==> src/rtl/seg_pkg.sv <==
// rtl/seg_pkg.sv - shared digit code layout and display arbitration state
package seg_pkg;
    localparam int SEG_EN = 5;
    localparam int SEG_DP = 4;

    typedef struct packed {
        logic       en;
        logic       dp;
        logic [3:0] nibble;
    } seg_code_t;

    typedef enum logic {
        SHOW_BASE    = 1'b0,
        SHOW_OVERLAY = 1'b1
    } disp_state_t;
endpackage

==> src/rtl/seg_update_slot.sv <==
// rtl/seg_update_slot.sv - one-entry pending/active register committed on frame boundaries
module seg_update_slot #(
    parameter int WIDTH = 8
) (
    input  logic             clock,
    input  logic             reset,
    input  logic             valid,
    output logic             ready,
    input  logic [WIDTH-1:0] payload,
    input  logic             frame_boundary,
    output logic             commit,
    output logic [WIDTH-1:0] active
);
    logic             pending;
    logic [WIDTH-1:0] held;

    assign commit = frame_boundary && pending;

    // ready is low exactly while an update is waiting for its boundary
    always_ff @(posedge clock) begin
        if (reset) begin
            pending <= 1'b0;
            ready   <= 1'b0;
            held    <= '0;
            active  <= '0;
        end else if (valid && ready) begin
            held    <= payload;
            pending <= 1'b1;
            ready   <= 1'b0;
        end else if (commit) begin
            active  <= held;
            pending <= 1'b0;
            ready   <= 1'b1;
        end else begin
            ready   <= !pending;
        end
    end
endmodule

==> src/rtl/segment_display_controller.sv <==
// rtl/segment_display_controller.sv - scan sequencer and base/overlay arbiter for a multi-digit display
module segment_display_controller #(
    parameter int NUMBER_OF_DIGITS = 6,
    parameter int SCAN_DIVIDER     = 1000,
    parameter int BLINK_FRAMES     = 64,
    parameter int OVERLAY_FRAMES   = 500
) (
    input  logic                          clock,
    input  logic                          reset,
    input  logic                          base_valid,
    output logic                          base_ready,
    input  logic [4*NUMBER_OF_DIGITS-1:0] base_value,
    input  logic [NUMBER_OF_DIGITS-1:0]   base_dp,
    input  logic                          base_lz_blank,
    input  logic [NUMBER_OF_DIGITS-1:0]   blink_mask,
    input  logic                          ovl_valid,
    output logic                          ovl_ready,
    input  logic [4*NUMBER_OF_DIGITS-1:0] ovl_value,
    input  logic [NUMBER_OF_DIGITS-1:0]   ovl_dp,
    output logic                          next_segment,
    output logic [5:0]                    digits [0:NUMBER_OF_DIGITS-1],
    output logic                          overlay_active
);
    import seg_pkg::*;

    localparam int N       = NUMBER_OF_DIGITS;
    localparam int SCAN_W  = $clog2(SCAN_DIVIDER);
    localparam int IDX_W   = (N > 1) ? $clog2(N) : 1;
    localparam int BLINK_W = $clog2(BLINK_FRAMES + 1);
    localparam int HOLD_W  = $clog2(OVERLAY_FRAMES + 1);
    localparam int BASE_W  = 5 * N + 1;
    localparam int OVL_W   = 5 * N;

    logic [SCAN_W-1:0]  scan_cnt;
    logic [IDX_W-1:0]   digit_idx;
    logic [BLINK_W-1:0] blink_cnt;
    logic [HOLD_W-1:0]  hold_q, hold_d;
    logic               blink_phase;
    logic               started;
    logic               scan_tick;
    logic               frame_boundary;
    disp_state_t        state_q, state_d;

    logic [BASE_W-1:0]  base_active;
    logic [OVL_W-1:0]   ovl_active;
    logic               base_commit_unused;
    logic               ovl_commit;

    assign scan_tick      = (scan_cnt == SCAN_W'(SCAN_DIVIDER - 1));
    assign frame_boundary = scan_tick && (digit_idx == IDX_W'(N - 1));
    assign overlay_active = (state_q == SHOW_OVERLAY);

    // Top bit stores "keep leading zeros" so the reset value of the slot means blanking on
    seg_update_slot #(.WIDTH(BASE_W)) u_base_slot (
        .clock          (clock),
        .reset          (reset),
        .valid          (base_valid),
        .ready          (base_ready),
        .payload        ({~base_lz_blank, base_dp, base_value}),
        .frame_boundary (frame_boundary),
        .commit         (base_commit_unused),
        .active         (base_active)
    );

    seg_update_slot #(.WIDTH(OVL_W)) u_ovl_slot (
        .clock          (clock),
        .reset          (reset),
        .valid          (ovl_valid),
        .ready          (ovl_ready),
        .payload        ({ovl_dp, ovl_value}),
        .frame_boundary (frame_boundary),
        .commit         (ovl_commit),
        .active         (ovl_active)
    );

    always_ff @(posedge clock) begin
        if (reset) begin
            scan_cnt     <= '0;
            next_segment <= 1'b0;
            digit_idx    <= '0;
            blink_cnt    <= '0;
            blink_phase  <= 1'b0;
            started      <= 1'b0;
            state_q      <= SHOW_BASE;
            hold_q       <= '0;
        end else begin
            next_segment <= scan_tick;
            scan_cnt     <= scan_tick ? '0 : scan_cnt + SCAN_W'(1);
            if (scan_tick) begin
                digit_idx <= frame_boundary ? '0 : digit_idx + IDX_W'(1);
            end
            if (frame_boundary) begin
                started <= 1'b1;
                if (blink_cnt == BLINK_W'(BLINK_FRAMES - 1)) begin
                    blink_cnt   <= '0;
                    blink_phase <= ~blink_phase;
                end else begin
                    blink_cnt <= blink_cnt + BLINK_W'(1);
                end
            end
            state_q <= state_d;
            hold_q  <= hold_d;
        end
    end

    // An overlay commit always (re)loads the hold; otherwise count down frames while shown
    always_comb begin
        state_d = state_q;
        hold_d  = hold_q;
        if (ovl_commit) begin
            state_d = SHOW_OVERLAY;
            hold_d  = HOLD_W'(OVERLAY_FRAMES);
        end else if (state_q == SHOW_OVERLAY && frame_boundary) begin
            hold_d = hold_q - HOLD_W'(1);
            if (hold_q == HOLD_W'(1)) begin
                state_d = SHOW_BASE;
            end
        end
    end

    seg_code_t code_d [0:N-1];
    logic      leading;
    logic      blanked;

    always_comb begin
        leading = !base_active[BASE_W-1];
        blanked = 1'b0;
        for (int i = N - 1; i >= 0; i--) begin
            code_d[i] = '0;
            if (state_q == SHOW_OVERLAY) begin
                code_d[i].en     = 1'b1;
                code_d[i].dp     = ovl_active[4*N + i];
                code_d[i].nibble = ovl_active[4*i +: 4];
            end else begin
                code_d[i].dp     = base_active[4*N + i];
                code_d[i].nibble = base_active[4*i +: 4];
                blanked = leading && (i != 0) && (code_d[i].nibble == 4'h0) && !code_d[i].dp;
                leading = blanked;
                code_d[i].en = !blanked && !(blink_mask[i] && blink_phase);
            end
            if (!started) begin
                code_d[i] = '0;
            end
        end
    end

    always_ff @(posedge clock) begin
        for (int i = 0; i < N; i++) begin
            digits[i] <= reset ? 6'h00 : code_d[i];
        end
    end
endmodule

==> config.mk <==
export PLATFORM = sky130hd
export DESIGN_NAME = segment_display_controller
export DESIGN_NICKNAME = d
export VERILOG_FILES = /design/src/rtl/seg_pkg.sv /design/src/rtl/seg_update_slot.sv /design/src/rtl/segment_display_controller.sv
export SDC_FILE = /design/constraint.sdc
export NUM_CORES = 1
export LEC_CHECK = 0
export BUFFER_PORTS_ARGS = -buffer_cell sky130_fd_sc_hd__buf_2
export CAP_MARGIN = 20
export CORE_ASPECT_RATIO = 1.2
export CORE_MARGIN = 2
export CORE_UTILIZATION = 61
export CTS_CLUSTER_DIAMETER = 100
export DETAILED_ROUTE_END_ITERATION = 8
export GPL_ROUTABILITY_DRIVEN = 0
export GPL_TIMING_DRIVEN = 1
export PLACE_DENSITY = 0.85
export SLEW_MARGIN = 30
export SYNTH_ARGS = -nofsm -noshare
export SYNTH_HDL_FRONTEND = slang
export SYNTH_SLANG_ARGS = --single-unit
export TNS_END_PERCENT = 1
==> constraint.sdc <==
create_clock -name clock -period 3.35 [get_ports clock]
set_clock_uncertainty 0.05 [all_clocks]
set_input_delay 0.335 -clock clock [delete_from_list [all_inputs] [get_ports clock]]
set_output_delay 0.335 -clock clock [all_outputs]
set_load 0.01 [all_outputs]
# Yosys cells after proc, flatten, opt, wreduce, memory -nomap -nowiden
# Cells that the tools add are included.
[op_classes]
order_cmp = 0
add_sub_neg = 4
bitwise = 5
div_mod_pow = 0
eq_ne = 4
n_shift = 0
mux = 23
n_mul = 0
reduce_logical = 64
[op_table]
columns = ["op", "n"]
rows = [
  ["6-bit 2-to-1 mux", 6],
  ["1-bit logical AND", 27],
  ["4-bit logical NOT", 5],
  ["1-bit logical NOT", 19],
  ["9-bit 2-to-1 mux", 2],
  ["1-bit 2-to-1 mux", 13],
  ["10-bit by 1-bit adder with 10-bit output, second input constant", 1],
  ["10-bit equality test, second input constant", 1],
  ["2-bit OR reduction", 5],
  ["9-bit by 1-bit equality test with 1-bit output, second input constant", 1],
  ["9-bit by 1-bit subtractor with 9-bit output, second input constant", 1],
  ["2-bit AND reduction", 4],
  ["2-bit nonzero test", 4],
  ["7-bit by 1-bit adder with 7-bit output, second input constant", 1],
  ["7-bit by 6-bit equality test with 1-bit output, second input constant", 1],
  ["7-bit 2-to-1 mux", 1],
  ["1-bit inverter", 5],
  ["3-bit by 1-bit adder with 3-bit output, second input constant", 1],
  ["3-bit equality test, second input constant", 1],
  ["3-bit 2-to-1 mux", 1],
]
[totals]
latch_bits = 0
out_inout_bits = 40
rom_bits = 0
inputBits = 71
register_bits = 195
n_memories = 0
ram_bits = 0

# Longest topological paths before layout
# Gate-level depths: netlist (run 1).
[depth]
word_depth = 18
ltp_mapped = 9

# Cells and area by module
# A second synthesis (run 1) with hierarchy kept.
[hier_totals]
hier_cells = 869
area_unflattened_um2 = 7449.6
[modules_own_cells]
columns = ["mod", "cells_each", "n_inst", "seq_area_each_um2", "area_each_um2"]
rows = [
  ["segment_display_controller", 309, 1, 1381.3, 2846.5],
  ["seg_update_slot (u_base_slot)", 284, 1, 1281.2, 2342.2],
  ["seg_update_slot (u_ovl_slot)", 276, 1, 1241.2, 2260.9],
]

# Least setup slack after synthesis (run 1)
# Ideal clock, no wire load.
[synth_path]
kind = "reg2reg"
from = "register scan_cnt[0]"
to = "register blink_cnt[4]"
setup_ns = 0.070
stages_incl_launch_ff = 8
slack_ns = 1.276
required_ns = 3.230
t_arrival_ns = 1.954
cell_sequence = "dfxtp_1 > ha_1 > nand2_1 > or4_1 > clkbuf_2 > buf_2 > or3_1 > a21oi_1"
[synth_between]
elab_chain_cells = 2
[synth_rtl]
columns = ["element", "line", "source"]
rows = [
  ["from (decl)", "segment_display_controller.sv:34", "logic [SCAN_W-1:0] scan_cnt;"],
  ["from (signal assigned)", "segment_display_controller.sv:88", "scan_cnt <= scan_tick ? '0 : scan_cnt + SCAN_W'(1);"],
  ["10-bit equality test", "segment_display_controller.sv:49", "assign scan_tick = (scan_cnt == SCAN_W'(SCAN_DIVIDER - 1));"],
  ["1-bit logical AND", "segment_display_controller.sv:50", "assign frame_boundary = scan_tick && (digit_idx == IDX_W'(N - 1));"],
  ["to (signal assigned)", "segment_display_controller.sv:98", "blink_cnt <= blink_cnt + BLINK_W'(1);"],
  ["to (decl)", "segment_display_controller.sv:36", "logic [BLINK_W-1:0] blink_cnt;"],
]
# No other way between the ends.
# A chain may end at the register's enable or synchronous reset.

# Final worst setup path (run 1)
[layout_path]
from = "register scan_cnt[0]"
to = "register blink_phase"
[layout_between]
elab_chain_cells = 3
[layout_rtl]
columns = ["element", "line", "source"]
rows = [
  ["10-bit equality test", "segment_display_controller.sv:49", ""],
  ["1-bit logical AND", "segment_display_controller.sv:50", ""],
  ["2-bit AND reduction (no source line)", "-", ""],
  ["to (signal assigned)", "segment_display_controller.sv:96", "blink_phase <= ~blink_phase;"],
  ["to (decl)", "segment_display_controller.sv:38", "logic blink_phase;"],
]
# No other way between the ends.

==> results of run 1 <==
worst max-delay path: stages (launching register included):
cell	delay, ns
dfxtp_1	0.36
ha_1	0.21
nand2_1	0.18
or4_2	0.96
buf_4	0.32
or3_1	0.36
a21oi_1	0.15
logic make-up after synthesis:
logic type	Yosys count
AOI/OAI and AO/OA	222
xor gates and xnor gates	8
adders and majority gates	6
buffers and inverters	79
DFF	195
muxes	34
and+or+nand+nor	327
stage by stage:
stage	setup slack [ns]	utilization	total power (W)	instance area, µm²
after global placement	0.785	0.681	0.00264	7950
after global routing	0.527	0.732	0.00477	8550
after floorplan	1.28	-	0.00256	7370
after detailed placement	0.702	0.681	0.00264	7950
final	0.684	0.732	0.00463	8550
after CTS	0.676	0.732	0.00464	8550
how the worst min path moves through the flow:
stage / to / slack (ns) / startpoint
2_1_floorplan: scan_cnt[0] / 0.37 / scan_cnt[0]
3_3_place_gp: blink_cnt[6] / 0.38 / blink_cnt[6]
3_5_place_dp: blink_cnt[6] / 0.39 / blink_cnt[6]
4_1_cts: u_base_slot.held[30] / 0.01 / base_lz_blank
5_1_grt: u_base_slot.held[30] / 0.02 / base_lz_blank
6_report: u_base_slot.held[30] / 0.02 / base_lz_blank
power by group through the flow:
stage	clock [W]	sequential [W]	combinational (W)
after floorplan	0	0.00243	0.000133
after detailed placement	0	0.00244	0.000203
after global routing	0.00215	0.00239	0.000230
after CTS	0.00205	0.00239	0.000204
final	0.00204	0.00239	0.000203
after global placement	0	0.00244	0.000199
cell usage in the layout, fill, tap and decap left out, types with 2 or more instances in the layout:
cell type	count
or4_1	4
a31oi_1	2
xnor2_1	7
nor4_1	6
nor3b_1	2
a211oi_1	4
clkbuf_16	17
nand3b_1	4
nand2_1	144
buf_2	109
inv_6	6
nor2_1	61
nand4b_1	3
inv_8	2
o21ai_0	66
and2_2	2
inv_1	8
and2_1	4
buf_4	14
bufinv_16	2
dfxtp_1	194
ha_1	6
and3_1	4
o31ai_1	2
or3_1	4
nand3_1	68
clkinvlp_4	3
mux2i_1	34
a21oi_1	137
nor3_1	10
or2_2	2
o221a_2	2
state kept, by name (all words and copies together), names as in the netlist, 3 cells and up:
| register | count |
|---|---|
| blink_cnt | 7 |
| digit_idx | 3 |
| digits | 36 |
| hold_q | 9 |
| scan_cnt | 10 |
| u_base_slot.active | 31 |
| u_base_slot.held | 31 |
| u_ovl_slot.active | 30 |
| u_ovl_slot.held | 30 |
layer usage:
layer / vias to the layer above / GRT usage
met5: - / 0
met1: 3026 / 0.363
li1: 3124 / -
met4: 0 / 0.0938
met3: 26 / 0.0518
met2: 220 / 0.417
final cells by class:
| type | count | area share |
|---|---|---|
| tap | 157 | 0.0230 |
| multi-input combinational | 597 | 0.370 |
| clock inverter | 14 | 0.0195 |
| inverter | 9 | 0.00395 |
| sequential | 195 | 0.457 |
| clock buffer | 18 | 0.0502 |
| timing repair buffer | 123 | 0.0761 |
==> results by group, run 1 <==
Die
  – Cell Rows: 43
  – Core area: 11,700 µm²
  – Die W: 104 µm
  – I/O pins: 111
  – Die H: 124 µm
  – Starting Density: 0.631
  – Die area: 13,000 µm²

Setup path
  – Crit-path max FO: 28
  – Worst Setup EP: blink_phase
  – Internal reg-to-reg setup slack: 0.68 ns
  – Worst setup SP type: flop
  – CP startpoint: scan_cnt[0]
  – R2R cell count: 6
  – Critical R2R Capture: blink_phase
  – RR Startpoint: scan_cnt[0]
  – Critical path required time: 3.66 ns
  – CP Capture Type: flop
  – Crit path kind: flop to flop
  – CP arrival: 2.97 ns

Outcome
  – Run status: finished, final reports clean

Route
  – Post-Route WL: 17,100 µm
  – DR WL/cell: 15.4 µm
  – Uppermost routed layer: met4
  – Vias per cell: 5.75
  – Iter 0 DRT Violations: 525
  – DRC errors left: 0
  – Routed wire length on met3: 1040 µm
  – Routed Antenna Nets: 0
  – Met2 wire length: 8160 µm
  – Met1 WL: 7590 µm
  – Vias: 6,396
  – First-pass DRT Iterations: 6

Placed design
  – DP HPWL: 11,000 µm
  – Port bufs: 110
  – Cells after DPL: 1,081

Timing
  – Worst-margin pin slew: 0.822 ns
  – Max Clock Freq: 0.375 GHz
  – Unrepaired setup endpoints after global routing: false
  – Hold Violations, Final: 0
  – Rel. slew slack: 0.451
  – Tmin final: 2.67 ns
  – Pins Over Slew Limit: 0
  – Tcrit/Tclk final: 0.796
  – Final hold slack: 0.0185 ns
  – Number of setup violations in the final report: 0
  – Total negative slack: 0 ns

GRT
  – Largest net degree at the start of global routing: 82
  – Antenna violations before repair: 0
  – Grt ovf: 0
  – Vias in the first global route: 5,846
  – First-pass GRT wire length: 28,100 µm
  – Gr usage total: 0.265

Final layout
  – Finished Layout Cells: 1,113
  – Multi-input gate area: 3170 µm²
  – Antenna Cells: 0
  – Proportion of layout cells with a drive suffix above 1: 0.172
  – Layout area overhead: 16.0%
  – Nets: 1,020
  – Fillers: 882
  – FF/Latch Area: 3910 µm²

Clock tree
  – CTS Sinks: 195
  – Htree depth: 4
  – Clock buffer depth: 2
  – Post-CTS Hold Fix Bufs: 0
  – Root Buffer Master: clkbuf_16
  – CTS resizes: 0
  – Skew-Pair Late Insertion Delay: 0.43 ns
  – Clk pin slew, worst setup/hold paths: 0.07 ns
  – Setup bufs post-CTS: 0
  – CTS tree: yes
  – CTS buffer count: 17

Synth
  – Simple-gate share of the synthesized area: 0.204
  – Post-synth EDFFs: 0
  – Post-Synth XOR/XNOR Area: 0.00951
  – Synth async-reset ratio: 0
  – Synth area leader: dfxtp_1
  – Top post-synthesis cells by area: dfxtp_1 53%, a21oi_1 9.3%, nand2_1 7.3%, mux2i_1 4.6%, nand3_1 4.6%
  – Syn avg cell area: 8.46 µm²
  – Post-Synthesis Cells: 871
  – Area share of the largest cell type after synthesis: 0.530
  – Post-synthesis adder-cell area fraction: 0.0102
  – Synth Flop Type: dfxtp_1
  – Yosys Warn Count: 0
  – Post-Synthesis Cell Area: 7370 µm²
  – Synth unique cells: 47
  – #FFs+latches synth: 195
  – Top cells by count, synth: 195 x dfxtp_1, 144 x nand2_1, 137 x a21oi_1
  – Compound-Gate Fraction of Synth Area: 0.159
  – Seq/Total Area, Yosys: 0.530
  – Largest family of logic cells by synthesized area: simple AND/OR/NAND/NOR gates
  – Top-count cell post-synth: dfxtp_1
  – Mux cell area share after synthesis: 0.0462
  – Syn_nets: 948

Min path
  – Hold Path Depth: 2
  – Worst Hold Class: primary input to flop

Power
  – Max IR drop VDD: 354 µV
  – Clock network power share: 0.441
  – NetSw: 0.00108 W
  – Pint: 0.00356 W
  – Cell Pwr Density: 542 nW/µm²
  – Switching Share: 0.232
  – Seq pwr share: 0.516
  – Comb pwr share: 0.044
  – P_leak: 3.11 nW

Flow run
  – Max-cap viol count: 0
No activity file was read; power rests on OpenSTA's default activity.
==> run 2, diff against run 1 <==
- CORE_UTILIZATION: 61 -> 56
- PLACE_DENSITY: 0.85 -> 0.79
- clock period: 3.35 -> 2.7 ns (I/O delays scaled with it)
==> results by group, run 2 (synthesis gave the netlist of run 1 again) <==
Power
  – Switching Share: 0.220 (was 0.232)
  – P_leak: 3.16 nW (was 3.11 nW)
  – Seq pwr share: 0.518 (was 0.516)
  – Comb pwr share: 0.046 (was 0.044)
  – Cell Pwr Density: 662 nW/µm² (was 542 nW/µm²)
  – NetSw: 0.00126 W (was 0.00108 W)
  – Total power: 0.00572 W (was 0.00463 W)
  – Clock network power share: 0.436 (was 0.441)
  – Max IR drop VDD: 384 µV (was 354 µV)
  – Pint: 0.00446 W (was 0.00356 W)

Final layout
  – FF/Latch Area: 3910 µm² (unchanged)
  – Biggest regs: digits x36, u_base_slot.active x31, u_base_slot.held x31 (unchanged)
  – Nets: 1,027 (was 1,020)
  – Post-layout instance area: 8650 µm² (was 8550 µm²)
  – Antenna Cells: 0 (unchanged)
  – Most frequent cells in the layout: 194 x dfxtp_1, 144 x nand2_1, 137 x a21oi_1, 109 x buf_2, 68 x nand3_1 (unchanged)
  – Layout area overhead: 17.4% (was 16.0%)
  – Most common cell after layout, fill and taps aside: dfxtp_1 (unchanged)
  – Multi-input gate area: 3160 µm² (was 3170 µm²)
  – Proportion of layout cells with a drive suffix above 1: 0.172 (about the same)
  – Max reg flops: 36 (unchanged)
  – Fillers: 1,046 (was 882)
  – Reg with most FFs: digits (unchanged)

Timing
  – Worst-margin pin slew: 0.913 ns (was 0.822 ns)
  – Tmin final: 2.42 ns (was 2.67 ns)
  – Rel. slew slack: 0.390 (was 0.451)
  – Hold Violations, Final: 0 (unchanged)
  – Tcrit/Tclk final: 0.894 (was 0.796)
  – Total negative slack: 0 ns (unchanged)
  – Pins Over Slew Limit: 0 (unchanged)
  – Number of setup violations in the final report: 0 (unchanged)
  – Setup ws final: 0.285 ns (was 0.684 ns)
  – Unrepaired setup endpoints after global routing: false (unchanged)
  – Max Clock Freq: 0.414 GHz (was 0.375 GHz)

Clock tree
  – CTS tree: yes (unchanged)
  – Clock buffer depth: 2 (unchanged)
  – CTS buffer count: 17 (unchanged)
  – CTS resizes: 0 (unchanged)
  – Clk pin slew, worst setup/hold paths: 0.07 ns (about the same)
  – Htree depth: 4 (unchanged)
  – Skew-Pair Late Insertion Delay: 0.43 ns (about the same)
  – CTS Sinks: 195 (unchanged)
  – Root Buffer Master: clkbuf_16 (unchanged)

Route
  – Iter 0 DRT Violations: 606 (was 525)
  – First-pass DRT Iterations: 5 (was 6)
  – Routed Antenna Nets: 0 (unchanged)
  – DRC errors left: 0 (unchanged)
  – DR WL/cell: 15.2 µm (was 15.4 µm)
  – Vias per cell: 5.62 (was 5.75)
  – Vias: 6,325 (was 6,396)
  – Post-Route WL: 17,100 µm (about the same)

Die
  – Cell Rows: 45 (was 43)
  – I/O pins: 111 (unchanged)
  – Die W: 109 µm (was 104 µm)
  – Core area: 12,700 µm² (was 11,700 µm²)
  – Die area: 14,100 µm² (was 13,000 µm²)
  – Starting Density: 0.579 (was 0.631)
  – Die H: 130 µm (was 124 µm)

Setup path
  – Worst setup SP type: flop (unchanged)
  – Critical path required time: 3.00 ns (was 3.66 ns)
  – Crit-path max FO: 68 (was 28)
  – CP arrival: 2.72 ns (was 2.97 ns)
  – CP Capture Type: flop (unchanged)
  – Crit path kind: flop to flop (unchanged)

Placed design
  – Placement Cell Area: 8020 µm² (was 7950 µm²)
  – DP HPWL: 10,800 µm (was 11,000 µm)
  – Port bufs: 110 (unchanged)
  – Worst Setup Slack post-DPL: 0.323 ns (was 0.702 ns)

GRT
  – Vias in the first global route: 5,620 (was 5,846)
  – Antenna violations before repair: 0 (unchanged)
  – Gr usage total: 0.245 (was 0.265)
  – First-pass GRT wire length: 27,300 µm (was 28,100 µm)
  – Grt ovf: 0 (unchanged)
  – Largest net degree at the start of global routing: 146 (was 82)

Min path
  – Worst Hold Class: primary input to flop (unchanged)

Outcome
  – Run status: finished, final reports clean (unchanged)

Flow run
  – Max-cap viol count: 0 (unchanged)
## run 2: through the flow
stage,hold slack (ns),util,std cells
floorplan,0.312,-,871
global placement,0.379,0.630,1091
detailed placement,0.386,0.630,1091
CTS,0.00935,0.680,1126
global route,0.00410,0.680,1126
finish,0.0163,0.680,1126
## run 2: layout make-up
type,count,area share
Sequential cell,195,0.451
Multi-Input combinational cell,597,0.366
Timing Repair Buffer,130,0.0868
Clock buffer,20,0.0539
Tap cell,164,0.0237
Clock inverter,11,0.0145
Inverter,9,0.00391
## run 2: final timing paths
| kind | cells after the start | slack [ns] | to | startpoint |
|---|---|---|---|---|
| max | 6 | 0.28 | blink_phase | scan_cnt[0] |
| min | 3 | 0.02 | u_ovl_slot.held[25] | ovl_dp[1] |
| max reg2reg | 6 | 0.28 | blink_phase | scan_cnt[0] |
| min reg2reg | 1 | 0.40 | blink_cnt[6] | blink_cnt[6] |
## run 2: what timing repair did
| item | in CTS | in global routing |
|---|---|---|
| hold buffers | 4 | 0 |
| buffers inserted | 0 | 0 |
| hold endpoints to repair | 4 | 0 |
## run 2: critical path, stage by stage, from the launching register on
cell and delay, ns:
dfxtp_1 0.35, ha_1 0.22, nand2_1 0.09, or4_2 0.84
buf_12 0.27, or3_1 0.37, a21oi_1 0.15
## run 2: routing by layer
metal  routed length [µm]  part of all wire  up-vias  GRT usage
li1                     -                 -     3146          -
met1                 7730              0.45     2947      0.337
met2                 8070              0.47      205      0.392
met3                 1020             0.060       27     0.0448
met4                  270             0.016        0     0.0807
met5                    0                 0        -          0
## run 2: power groups by stage
| stage | Clock [W] | Sequential [W] | Combinational [W] |
|---|---|---|---|
| after floorplan | 0 | 0.00302 | 0.000165 |
| after global placement | 0 | 0.00303 | 0.000253 |
| after detailed placement | 0 | 0.00303 | 0.000257 |
| after CTS | 0.00253 | 0.00296 | 0.000263 |
| after global routing | 0.00265 | 0.00297 | 0.000294 |
| final | 0.00249 | 0.00297 | 0.000264 |
==> run 3, diff against run 2 <==
- PLACE_DENSITY: 0.79 -> 0.85
==> results by group, run 3 (synthesis gave the netlist of run 1 again) <==
Outcome
  – Run status: finished, final reports clean (unchanged)

Power
  – Comb pwr share: 0.046 (about the same)
  – Seq pwr share: 0.517 (was 0.518)
  – Pint: 0.00434 W (was 0.00446 W)
  – Clock network power share: 0.437 (was 0.436)
  – P_leak: 3.15 nW (was 3.16 nW)
  – Cell Pwr Density: 664 nW/µm² (was 662 nW/µm²)
  – NetSw: 0.00139 W (was 0.00126 W)
  – Max IR drop VDD: 403 µV (was 384 µV)
  – Switching Share: 0.243 (was 0.220)

Clock tree
  – Clk pin slew, worst setup/hold paths: 0.08 ns (was 0.07 ns)
  – Skew-Pair Late Insertion Delay: 0.44 ns (was 0.43 ns)
  – Setup bufs post-CTS: 0 (unchanged)
  – Clock buffer depth: 2 (unchanged)
  – CTS buffer count: 17 (unchanged)
  – CTS tree: yes (unchanged)
  – Htree depth: 4 (unchanged)
  – CTS Sinks: 195 (unchanged)
  – CTS resizes: 0 (unchanged)
  – Root Buffer Master: clkbuf_16 (unchanged)

Setup path
  – Crit-path max FO: 26 (was 68)
  – CP Capture Type: flop (unchanged)
  – CP arrival: 2.74 ns (was 2.72 ns)
  – Critical path required time: 3.01 ns (was 3.00 ns)
  – Worst setup SP type: flop (unchanged)
  – Crit path kind: flop to flop (unchanged)

Flow run
  – Max-cap viol count: 0 (unchanged)

Route
  – DRC errors left: 0 (unchanged)
  – First-pass DRT Iterations: 5 (unchanged)
  – Post-Route WL: 17,400 µm (was 17,100 µm)
  – Iter 0 DRT Violations: 539 (was 606)
  – Vias per cell: 5.74 (was 5.62)
  – Vias: 6,480 (was 6,325)
  – Routed Antenna Nets: 0 (unchanged)
  – DR WL/cell: 15.5 µm (was 15.2 µm)

Die
  – Die area: 14,100 µm² (unchanged)
  – Die H: 130 µm (unchanged)
  – Starting Density: 0.579 (unchanged)
  – Die W: 109 µm (unchanged)
  – Cell Rows: 45 (unchanged)
  – I/O pins: 111 (unchanged)
  – Core area: 12,700 µm² (unchanged)

Timing
  – Hold Violations, Final: 0 (unchanged)
  – Rel. slew slack: 0.421 (was 0.390)
  – Number of setup violations in the final report: 0 (unchanged)
  – Total negative slack: 0 ns (unchanged)
  – Tmin final: 2.43 ns (was 2.42 ns)
  – Unrepaired setup endpoints after global routing: false (unchanged)
  – Max Clock Freq: 0.411 GHz (was 0.414 GHz)
  – Pins Over Slew Limit: 0 (unchanged)
  – Tcrit/Tclk final: 0.900 (was 0.894)
  – Worst-margin pin slew: 0.867 ns (was 0.913 ns)
  – Setup ws final: 0.269 ns (was 0.285 ns)

Placed design
  – DP HPWL: 11,200 µm (was 10,800 µm)
  – Worst Setup Slack post-DPL: 0.307 ns (was 0.323 ns)
  – Port bufs: 110 (unchanged)

GRT
  – Vias in the first global route: 5,881 (was 5,620)
  – First-pass GRT wire length: 28,300 µm (was 27,300 µm)
  – Antenna violations before repair: 0 (unchanged)
  – Gr usage total: 0.253 (was 0.245)
  – Largest net degree at the start of global routing: 82 (was 146)
  – Grt ovf: 0 (unchanged)

Final layout
  – Biggest regs: digits x36, u_base_slot.active x31, u_base_slot.held x31 (unchanged)
  – Layout area overhead: 17.2% (was 17.4%)
  – Most frequent cells in the layout: 194 x dfxtp_1, 144 x nand2_1, 137 x a21oi_1, 109 x buf_2, 68 x nand3_1 (unchanged)
  – Nets: 1,028 (was 1,027)
  – Antenna Cells: 0 (unchanged)
  – Reg with most FFs: digits (unchanged)
  – Most common cell after layout, fill and taps aside: dfxtp_1 (unchanged)
  – Max reg flops: 36 (unchanged)
  – Proportion of layout cells with a drive suffix above 1: 0.172 (about the same)

Min path
  – Worst Hold Class: primary input to flop (unchanged)
## run 3: changes by cell type in the layout (fill, tap and decap cells not counted), sizes merged
cell / delta
clkinvlp: -1
bufinv: -1
clkinv: +1
inv: +5
dlygate4sd3: +1
clkbuf: -3
## run 3: metrics by stage
stage	total power, W	hold slack [ns]	util	instances	cell area (µm²)
final	0.00573	0.0110	0.679	1128	8630
after global routing	0.00592	0.0111	0.679	1128	8630
after CTS	0.00575	0.00822	0.679	1128	8630
after detailed placement	0.00328	0.387	0.628	1091	7990
after global placement	0.00328	0.377	0.628	1091	7990
after floorplan	0.00318	0.312	-	871	7370
## run 3: power groups by stage
stage | clock network [W] | registers [W] | logic, W
floorplan | 0 | 0.00302 | 0.000165
global placement | 0 | 0.00303 | 0.000250
detailed placement | 0 | 0.00303 | 0.000255
CTS | 0.00252 | 0.00296 | 0.000263
global route | 0.00265 | 0.00297 | 0.000295
finish | 0.00251 | 0.00296 | 0.000262
## run 3: area by class of cell
type,instances,area [µm²]
tap,164,205
fill,1034,4090
clock buffer,17,425
sequential,195,3910
multi-input combinational,597,3160
clock inverter,15,165
inverter,9,33.8
timing repair buffer,131,736
## run 3: what timing repair did
item / CTS / global route
endpoints found under the setup margin: 0 / 0
endpoints found under the hold margin: 5 / 0
hold buffers: 5 / 0
## run 3: path summary, 6_finish.rpt
path	start	end	slack [ns]	cells past startpoint
max	scan_cnt[0]	blink_phase	0.27	6
min	ovl_value[17]	u_ovl_slot.held[17]	0.01	3
max reg2reg	scan_cnt[0]	blink_phase	0.27	6
min reg2reg	blink_cnt[6]	blink_cnt[6]	0.40	1
## run 3: critical path, cell delays in order, from the launching register on
cell	delay [ns]
dfxtp_1	0.36
ha_1	0.20
nand2_1	0.17
or4_2	0.81
buf_4	0.27
or3_1	0.36
a21oi_1	0.13
## run 3: layer usage
layer | global-route usage | share of wire | up-vias
met5 | 0 | 0 | -
met3 | 0.0503 | 0.063 | 30
met2 | 0.408 | 0.48 | 226
li1 | - | - | 3150
met1 | 0.337 | 0.43 | 3074
met4 | 0.0943 | 0.022 | 0
